**config.mk**
```make
export PLATFORM = sky130hd
export DESIGN_NAME = jpeg_byte_packer
export DESIGN_NICKNAME = d
export VERILOG_FILES = /design/src/rtl/jpeg_byte_packer.sv
export SDC_FILE = /design/constraint.sdc
export NUM_CORES = 1
export LEC_CHECK = 0
export CAP_MARGIN = 20
export CELL_PAD_IN_SITES_DETAIL_PLACEMENT = 0
export CELL_PAD_IN_SITES_GLOBAL_PLACEMENT = 1
export CORE_MARGIN = 2
export CORE_UTILIZATION = 45
export DETAILED_ROUTE_END_ITERATION = 8
export MAX_ROUTING_LAYER = met4
export PLACE_DENSITY_LB_ADDON = 0.1
export SLEW_MARGIN = 25
export SYNTH_ARGS = -nofsm -noshare
export SYNTH_HDL_FRONTEND = slang
export SYNTH_SLANG_ARGS = --single-unit
```
**constraint.sdc**
```tcl
create_clock -name clk_i -period 4.9 [get_ports clk_i]
set_input_delay 1.47 -clock clk_i [delete_from_list [all_inputs] [get_ports clk_i]]
set_output_delay 1.47 -clock clk_i [all_outputs]
set_load 0.005 [all_outputs]
```
**src/rtl/jpeg_byte_packer.sv**
```systemverilog
// jpeg_byte_packer: feeds the jpeg_core inport from a byte stream.
// Bytes are packed little-endian into 32-bit words. Each word carries byte
// strobes and a frame-last flag, and goes out through a 2-entry FIFO.
// Optional feature macro: JPEG_EOI_DETECT_EN. When it is defined, an FF D9
// marker pair also ends the frame, even if byte_last_i is low.
module jpeg_byte_packer #(
  parameter int CNT_WIDTH = 16
) (
  input  logic                 clk_i,
  input  logic                 rst_i,
  input  logic                 byte_valid_i,
  input  logic [7:0]           byte_data_i,
  input  logic                 byte_last_i,
  output logic                 byte_ready_o,
  output logic                 outport_valid_o,
  output logic [31:0]          outport_data_o,
  output logic [3:0]           outport_strb_o,
  output logic                 outport_last_o,
  input  logic                 outport_accept_i,
  output logic [CNT_WIDTH-1:0] word_count_o,
  output logic                 idle_o
);

  logic [23:0]          asm_q, asm_d;
  logic [1:0]           idx_q, idx_d;
  logic [31:0]          mem_data_q [2];
  logic [3:0]           mem_strb_q [2];
  logic                 mem_last_q [2];
  logic                 wr_ptr_q, rd_ptr_q;
  logic [1:0]           count_q, count_d;
  logic                 ready_q;
  logic [CNT_WIDTH-1:0] word_count_q;
  logic                 byte_xfer_s, last_eff_s, complete_s, push_s, pop_s;
  logic [31:0]          word_s;
  logic [3:0]           strb_s;
`ifdef JPEG_EOI_DETECT_EN
  logic                 prev_ff_q;
`endif

  // Completed word: the assembled lanes below idx, then the current byte, then zeros.
  function automatic logic [31:0] build_word(input logic [23:0] lanes,
                                             input logic [1:0] idx,
                                             input logic [7:0] b);
    case (idx)
      2'd0:    build_word = {24'h000000, b};
      2'd1:    build_word = {16'h0000, b, lanes[7:0]};
      2'd2:    build_word = {8'h00, b, lanes[15:0]};
      2'd3:    build_word = {b, lanes[23:0]};
      default: build_word = {24'h000000, b};
    endcase
  endfunction

  // Strobes: the low idx+1 lanes are valid.
  function automatic logic [3:0] build_strb(input logic [1:0] idx);
    case (idx)
      2'd0:    build_strb = 4'h1;
      2'd1:    build_strb = 4'h3;
      2'd2:    build_strb = 4'h7;
      2'd3:    build_strb = 4'hF;
      default: build_strb = 4'h1;
    endcase
  endfunction

  // Handshakes, word completion, assembly next-state and FIFO occupancy.
  always_comb begin
    byte_xfer_s = byte_valid_i & ready_q;
`ifdef JPEG_EOI_DETECT_EN
    last_eff_s  = byte_last_i | (prev_ff_q & (byte_data_i == 8'hD9));
`else
    last_eff_s  = byte_last_i;
`endif
    complete_s  = byte_xfer_s & ((idx_q == 2'd3) | last_eff_s);
    push_s      = complete_s;
    pop_s       = (count_q != 2'd0) & outport_accept_i;
    word_s      = build_word(asm_q, idx_q, byte_data_i);
    strb_s      = build_strb(idx_q);
    asm_d       = asm_q;
    idx_d       = idx_q;
    if (complete_s) begin
      idx_d = 2'd0;
    end else if (byte_xfer_s) begin
      idx_d = idx_q + 2'd1;
      case (idx_q)
        2'd0:    asm_d[7:0]   = byte_data_i;
        2'd1:    asm_d[15:8]  = byte_data_i;
        2'd2:    asm_d[23:16] = byte_data_i;
        default: asm_d        = asm_q;
      endcase
    end else begin
      idx_d = idx_q;
    end
    case ({push_s, pop_s})
      2'b10:   count_d = count_q + 2'd1;
      2'b01:   count_d = count_q - 2'd1;
      default: count_d = count_q;
    endcase
  end

  // Assembly, occupancy, registered ready and the accepted-word counter.
  always_ff @(posedge clk_i) begin
    if (rst_i) begin
      asm_q        <= 24'h000000;
      idx_q        <= 2'd0;
      count_q      <= 2'd0;
      ready_q      <= 1'b0;
      word_count_q <= '0;
    end else begin
      asm_q   <= asm_d;
      idx_q   <= idx_d;
      count_q <= count_d;
      // Ready is deasserted while the FIFO is full, so a completing byte always finds a free slot.
      ready_q <= (count_d < 2'd2);
      if (pop_s) begin
        word_count_q <= word_count_q + {{(CNT_WIDTH-1){1'b0}}, 1'b1};
      end else begin
        word_count_q <= word_count_q;
      end
    end
  end

  // Two-entry in-order output FIFO; storage is cleared so outputs read zero after reset.
  always_ff @(posedge clk_i) begin
    if (rst_i) begin
      mem_data_q[0] <= 32'h00000000;
      mem_data_q[1] <= 32'h00000000;
      mem_strb_q[0] <= 4'h0;
      mem_strb_q[1] <= 4'h0;
      mem_last_q[0] <= 1'b0;
      mem_last_q[1] <= 1'b0;
      wr_ptr_q      <= 1'b0;
      rd_ptr_q      <= 1'b0;
    end else begin
      if (push_s) begin
        mem_data_q[wr_ptr_q] <= word_s;
        mem_strb_q[wr_ptr_q] <= strb_s;
        mem_last_q[wr_ptr_q] <= last_eff_s;
        wr_ptr_q             <= ~wr_ptr_q;
      end else begin
        wr_ptr_q <= wr_ptr_q;
      end
      if (pop_s) begin
        rd_ptr_q <= ~rd_ptr_q;
      end else begin
        rd_ptr_q <= rd_ptr_q;
      end
    end
  end

`ifdef JPEG_EOI_DETECT_EN
  // Remember whether the previous accepted byte of this frame was 0xFF.
  always_ff @(posedge clk_i) begin
    if (rst_i) begin
      prev_ff_q <= 1'b0;
    end else if (byte_xfer_s) begin
      prev_ff_q <= ~last_eff_s & (byte_data_i == 8'hFF);
    end else begin
      prev_ff_q <= prev_ff_q;
    end
  end
`endif

  assign byte_ready_o    = ready_q;
  assign outport_valid_o = (count_q != 2'd0);
  assign outport_data_o  = mem_data_q[rd_ptr_q];
  assign outport_strb_o  = mem_strb_q[rd_ptr_q];
  assign outport_last_o  = mem_last_q[rd_ptr_q];
  assign word_count_o    = word_count_q;
  assign idle_o          = (idx_q == 2'd0) & (count_q == 2'd0);

endmodule

```
==> out/qor.yml, run 1 <==
status: "finished, final reports clean"
hold_slack_ns: 0.452
yosysTopAreaCell: "edfxtp_1"
ys_ff_latch: 122
synth_edf_count: 72
grt_pass1_vias: 3745
dpl_cell_area_um2: 6080
clockBufferDepth: 2
avgSynthCellArea_um2: 11.1
cp_slowest_cell: "clkdlybuf4s50_1"
path_max_fanout: 38
worstHoldPathType: "flip-flop to flip-flop"
vdd_drop_max_mv: 0.197
finalCriticalPeriod_ns: 3.50
slew_headroom: 0.449
setup_ws_ns: 1.40
ys_seq_area_frac: 0.602
holdBufCountCts: 0
required_ns: 3.43
cp-end-kind: "output port"
grt_antenna_before_repair: 0
power_mw: 2.73
clk_pin_slew_worst_paths_ns: 0.05
critPathKind: "flip-flop to output port"
cts_buffers: 17
mostFrequentLayoutCells: "72 x edfxtp_1, 67 x clkdlybuf4s50_1, 50 x dfxtp_1"
hold_viol: 0
fillerInstances: 992
rsz0062_at_grt: "no"
initial_core_util: 0.460
syn-num-nets: 493
instances_no_fill: 694
dp_cells: 662
die_x_um: 112
met3_usage: 0.0589
p_per_area_nw_per_um2: 411
max_stage_delay_ns: 0.47
r2r_setup_slack_ns: 2.23
firstDrtPassIters: 6
grt_remaining_overflow: 0
crit_arrival_ns: 2.03
ys_warn_count: 0
core_area_um2: 11400
synth_area_um2: 5250
root_buffer: "clkbuf_16"
drtIter0Drc: 196
fin_crit_sh: 0.714
rows: 39
ys.flop_type: "edfxtp_1"
area_growth_pct: 26.5
start_kind: "flip-flop"
gp_congestion: 0.750
htreeDepth: 4
synthCells: 474
die_area_um2: 12600
drv_slew: 0
final_antenna_net_count: 0
num_antenna_cells: 0
cp_num_buf_inv: 2
cts_resized: 0
ios: 69
grtUsageMet1: 0.269
dp_hpwl_um: 7300
tns_ns: 0
grt_usage: 0.204
drc: 0
maxCapViolCount: 0
p_leak_nw: 2.30
ys_async_sr_fraction: 0
routed_wl_um: 11900
cts_sinks: 122
grtUsageMet2: 0.300
die_h_um: 112
clk_latency_ns: 0.41
setup-violations-final: 0
worstPathCellList: "buf_4 -> mux2_2 -> clkdlybuf4s50_1"
fmax_mhz: 286
worst_pin_slew_ns: 0.826
stdcell_area_um2: 6650
skew_ns: 0.00764
grt_busiest_layer: "met2"
io_buffers: 68
netlist_top_cells_area: "edfxtp_1 41%, dfxtp_1 19%, mux2_2 7.7%, a22oi_1 3.6%, nor3_1 3.5%"
yosysTopAreaCellShare: 0.412
cpLargestDelayFamily: "buffers and inverters"
nets: 557
post-route-util: 0.582
grt_max_degree: 55
final_common_cell: "edfxtp_1"
grt_pass1_wl_um: 19200
post_cts_buffers: 0
num_vias: 3809
via_per_inst: 5.49
place_ws_ns: 1.17
layout-drive-gt1-share: 0.147
cts_tree: "built"
wl_per_cell_um: 17.2
yosysUniqueCellTypes: 36
==> synth_stat cells, types with 2 or more instances <==
library cell	count
a21oi_1	31
clkbuf_1	29
or3_2	2
o211ai_1	2
or4_1	2
o21ai_0	7
inv_1	10
and2_1	9
buf_1	4
nor2_1	46
edfxtp_1	72
or3_1	2
nor3_1	37
nand3_1	29
o31ai_1	2
nor4_1	2
nand2b_1	3
mux2_2	36
xnor2_1	9
or2_2	2
ha_1	6
nand2_1	33
dfxtp_1	50
a22oi_1	25
and3_1	9
xor2_1	5
==> worst reg2reg max path: stages (launching register included) <==
cell      delay, ns
dfxtp_1        0.61
ha_1           0.79
o21ai_2        0.08
buf_4          0.27
nand2b_1       0.11
buf_4          0.44
==> cell families (layout without fill, tap and decap cells) <==
logic type,after synthesis,in the layout,share of synthesized area
AOI/OAI and AO/OA,70,70,0.0819
xor gates and xnor gates,14,14,0.0233
adders and majority gates,6,6,0.0143
buffers and inverters,44,121,0.0314
DFF,122,122,0.602
muxes,37,37,0.0791
and+or+nand+nor,181,181,0.168
==> sequential cells by signal (all words and copies together), names as in the netlist, 2 cells and up, named ones only <==
name / flops
mem_data_q: 64
idx_q: 2
word_count_o: 16
asm_q: 24
mem_strb_q: 8
mem_last_q: 2
==> per-layer routing <==
metal / share of wire / vias up
li1: - / 1848
met1: 0.46 / 1810
met2: 0.47 / 134
met3: 0.062 / 17
met4: 0.014 / 0
met5: 0 / -
==> worst paths after layout <==
path                            depth (start not counted)            endpoint             start
worst max-delay path                                    3  outport_data_o[14]         flip-flop
worst min-delay path                                    2    mem_strb_q[1][0]  mem_strb_q[1][0]
worst max register to register                          5    mem_strb_q[0][2]          idx_q[1]
worst min register to register                          2    mem_strb_q[1][0]  mem_strb_q[1][0]
==> power by group <==
| part | total [mW] | switching (mW) | internal (mW) |
|---|---|---|---|
| Sequential | 1.15 | 0.0226 | 1.13 |
| Clock | 1.21 | 0.423 | 0.789 |
| Combinational | 0.371 | 0.172 | 0.198 |
==> layout make-up <==
class                   instances  area [um^2]  share of cell area
clock inverters                11          129              0.0194
multi-input cells             308         1940               0.292
repair buffers                 78          751               0.113
inverters                      11         41.3             0.00621
flip-flops and latches        122         3160               0.476
well taps                     143          179              0.0269
clock buffers                  21          440              0.0663
No activity file was read; power rests on OpenSTA's default activity.
==> run 2, diff against run 1 <==
--- a/config.mk
+++ b/config.mk
@@ -9,7 +9,7 @@
 export CELL_PAD_IN_SITES_DETAIL_PLACEMENT = 0
 export CELL_PAD_IN_SITES_GLOBAL_PLACEMENT = 1
 export CORE_MARGIN = 2
-export CORE_UTILIZATION = 45
+export CORE_UTILIZATION = 39
 export DETAILED_ROUTE_END_ITERATION = 8
 export MAX_ROUTING_LAYER = met4
 export PLACE_DENSITY_LB_ADDON = 0.1
==> constraint.sdc (replaced) <==
create_clock -name clk_i -period 3 [get_ports clk_i]
set_input_delay 0.9 -clock clk_i [delete_from_list [all_inputs] [get_ports clk_i]]
set_output_delay 0.9 -clock clk_i [all_outputs]
set_load 0.005 [all_outputs]
==> run 2 against run 1 <==
Against the previous run:
- global-route usage decreased by 1.8 points
- sequential share of layout area decreased by 0.74 points
- critical path depth unchanged
- worst hold slack improved by 0.00082 ns
- count of clock-buffer cells in the layout increased by 1
- non-clock buffer count increased by 6
- design area increased by 1.6%
- clock skew increased by 0.0027 ns
- combinational power increased by 70%
- first-iteration DRC count increased by 11%
==> out/qor.yml, run 2 (synthesized netlist as in run 1, its figures left out) <==
gp_congestion: 0.741  # -1.1%
place_ws_ns: 0.332  # -0.835 ns
holdBufCountCts: 0  # unchanged
final_antenna_net_count: 0  # unchanged
clk_pin_slew_worst_paths_ns: 0.05  # about the same
tns_ns: 0  # unchanged
ios: 69  # unchanged
die_x_um: 120  # +7.1%
wl_per_cell_um: 16.7  # -2.5%
path_max_fanout: 25  # -34%
cts_sinks: 122  # unchanged
cts_buffers: 17  # unchanged
fin_crit_sh: 0.955
die_area_um2: 14400  # +15%
p_leak_nw: 2.33  # +1.6%
setup-violations-final: 0  # unchanged
swShare: 0.232  # +0.00571
die_h_um: 120  # +7.1%
top_register: "mem_data_q"
cts_resized: 0  # unchanged
crit_arrival_ns: 1.97  # -0.06 ns
critPathKind: "flip-flop to output port"
initial_core_util: 0.398  # -0.0618
skew_ns: 0.0103  # +0.00269 ns
drv_slew: 0  # unchanged
num_vias: 3794  # -0.39%
r2r_cells: 6  # +1
fillerInstances: 1199  # +21%
root_buffer: "clkbuf_16"
pwr-share-clk: 0.428  # -0.015
post_cts_buffers: 0  # unchanged
slew_headroom: 0.577  # +0.127
grt_pass1_vias: 3727  # -0.48%
clk_latency_ns: 0.42  # about the same
drc: 0  # unchanged
r2r_setup_slack_ns: 0.95  # -1.28 ns
largest_reg_flops: 64  # unchanged
grt_usage: 0.186  # -0.0183
start_kind: "flip-flop"
routed_wl_um: 12300  # +2.9%
status: "finished, final reports clean"
fmax_mhz: 349
cpLargestDelayFamily: "buffers and inverters"
grt_remaining_overflow: 0  # unchanged
via_per_inst: 5.18  # -5.7%
grt_antenna_before_repair: 0  # unchanged
hold_path_end: "asm_q[21]"
grt_max_degree: 53  # -3.6%
r2r_start: "idx_q[0]"
multi_input_area_um2: 1950  # +0.13%
core_area_um2: 13200  # +16%
final_common_cell: "edfxtp_1"
rows: 42  # +7.7%
r2r-end: "mem_data_q[1][7]"
worst_pin_slew_ns: 0.635  # -0.191 ns
p_per_area_nw_per_um2: 650  # +58%
intPower_mw: 3.37  # +59%
cts_tree: "built"
cp-end-kind: "output port"
vdd_drop_max_mv: 0.238  # +21%
setup_ws_ns: 0.135  # -1.27 ns
worstPathCellList: "buf_4 -> mux2_2 -> clkdlybuf4s50_1"
dp_hpwl_um: 7700  # +5.4%
power_mw: 4.39  # +60%
hold_viol: 0  # unchanged
htreeDepth: 4  # unchanged
nets: 563  # +1.1%
max_stage_delay_ns: 0.45  # -0.02 ns
maxCapViolCount: 0  # unchanged
hp-start: "asm_q[21]"
p_seq_frac: 0.429  # +0.008
required_ns: 2.10  # -1.33 ns
seq_area_um2: 3160  # unchanged
area_growth_pct: 28.5
clockBufferDepth: 2  # unchanged
holdPathStages: 2  # unchanged
worstHoldPathType: "flip-flop to flip-flop"
drtIter0Drc: 218  # +11%
finalCriticalPeriod_ns: 2.87
cp_num_buf_inv: 2  # unchanged
power_switching_mw: 1.02  # +64%
comb_power_share: 0.143  # +0.007
cp_slowest_cell: "clkdlybuf4s50_1"
rsz0062_at_grt: "no"
layout-drive-gt1-share: 0.162  # +0.0146
dpl_cell_area_um2: 6200  # +2.1%
io_buffers: 68  # unchanged
stdcell_area_um2: 6750  # +1.6%
firstDrtPassIters: 4  # -2
mostFrequentLayoutCells: "72 x edfxtp_1, 67 x clkdlybuf4s50_1, 50 x dfxtp_1"
grt_pass1_wl_um: 19700  # +2.4%
num_antenna_cells: 0  # unchanged
[run 2: cell types whose count changed in the layout (fill, tap and decap cells not counted), sizes merged]
| cell | delta |
|---|---|
| buf | +7 |
| bufinv | -2 |
| clkinv | +1 |
[run 2: power groups by stage]
stage	clock (mW)	combinational (mW)	sequential [mW]
4_1_cts	1.91	0.640	1.88
3_5_place_dp	0	0.636	1.92
2_1_floorplan	0	0.319	1.91
5_1_grt	1.99	0.683	1.89
3_3_place_gp	0	0.630	1.91
6_report	1.88	0.629	1.88
[run 2: cell type report]
class / count / area share
sequential: 122 / 0.468
multi-input combinational: 308 / 0.288
timing repair buffer: 84 / 0.123
clock buffer: 22 / 0.0702
tap: 176 / 0.0326
clock inverter: 10 / 0.0109
inverter: 11 / 0.00612
[run 2: worst max path at each step]
stage	slack [ns]	to	depth (start not counted)	from
6_report	0.13	outport_data_o[13]	3	flip-flop
3_3_place_gp	0.41	asm_q[23]	6	byte_last_i
3_5_place_dp	0.33	word_count_o[15]	7	outport_accept_i
4_1_cts	0.09	outport_data_o[13]	3	flip-flop
2_1_floorplan	0.17	mem_data_q[0][0]	5	rst_i
5_1_grt	0.04	outport_data_o[13]	3	flip-flop
[run 2: worst register-to-register path: stages (launching register included)]
cell	delay [ns]
dfxtp_1	0.32
inv_1	0.11
ha_1	0.18
buf_4	0.45
nor2_1	0.34
a22oi_1	0.31
nor2_1	0.07
[run 2: through the flow]
stage          cells  utilization  hold slack, ns
2_1_floorplan    474            -           0.430
3_3_place_gp     701        0.470           0.442
3_5_place_dp     701        0.470           0.447
4_1_cts          733        0.512           0.454
5_1_grt          733        0.512           0.471
6_report         733        0.512           0.453
[run 2: routing by layer]
layer,part of all wire,track usage
met3,0.033,0.0537
met1,0.47,0.233
met4,0.020,0.0735
met5,0,-
met2,0.48,0.284
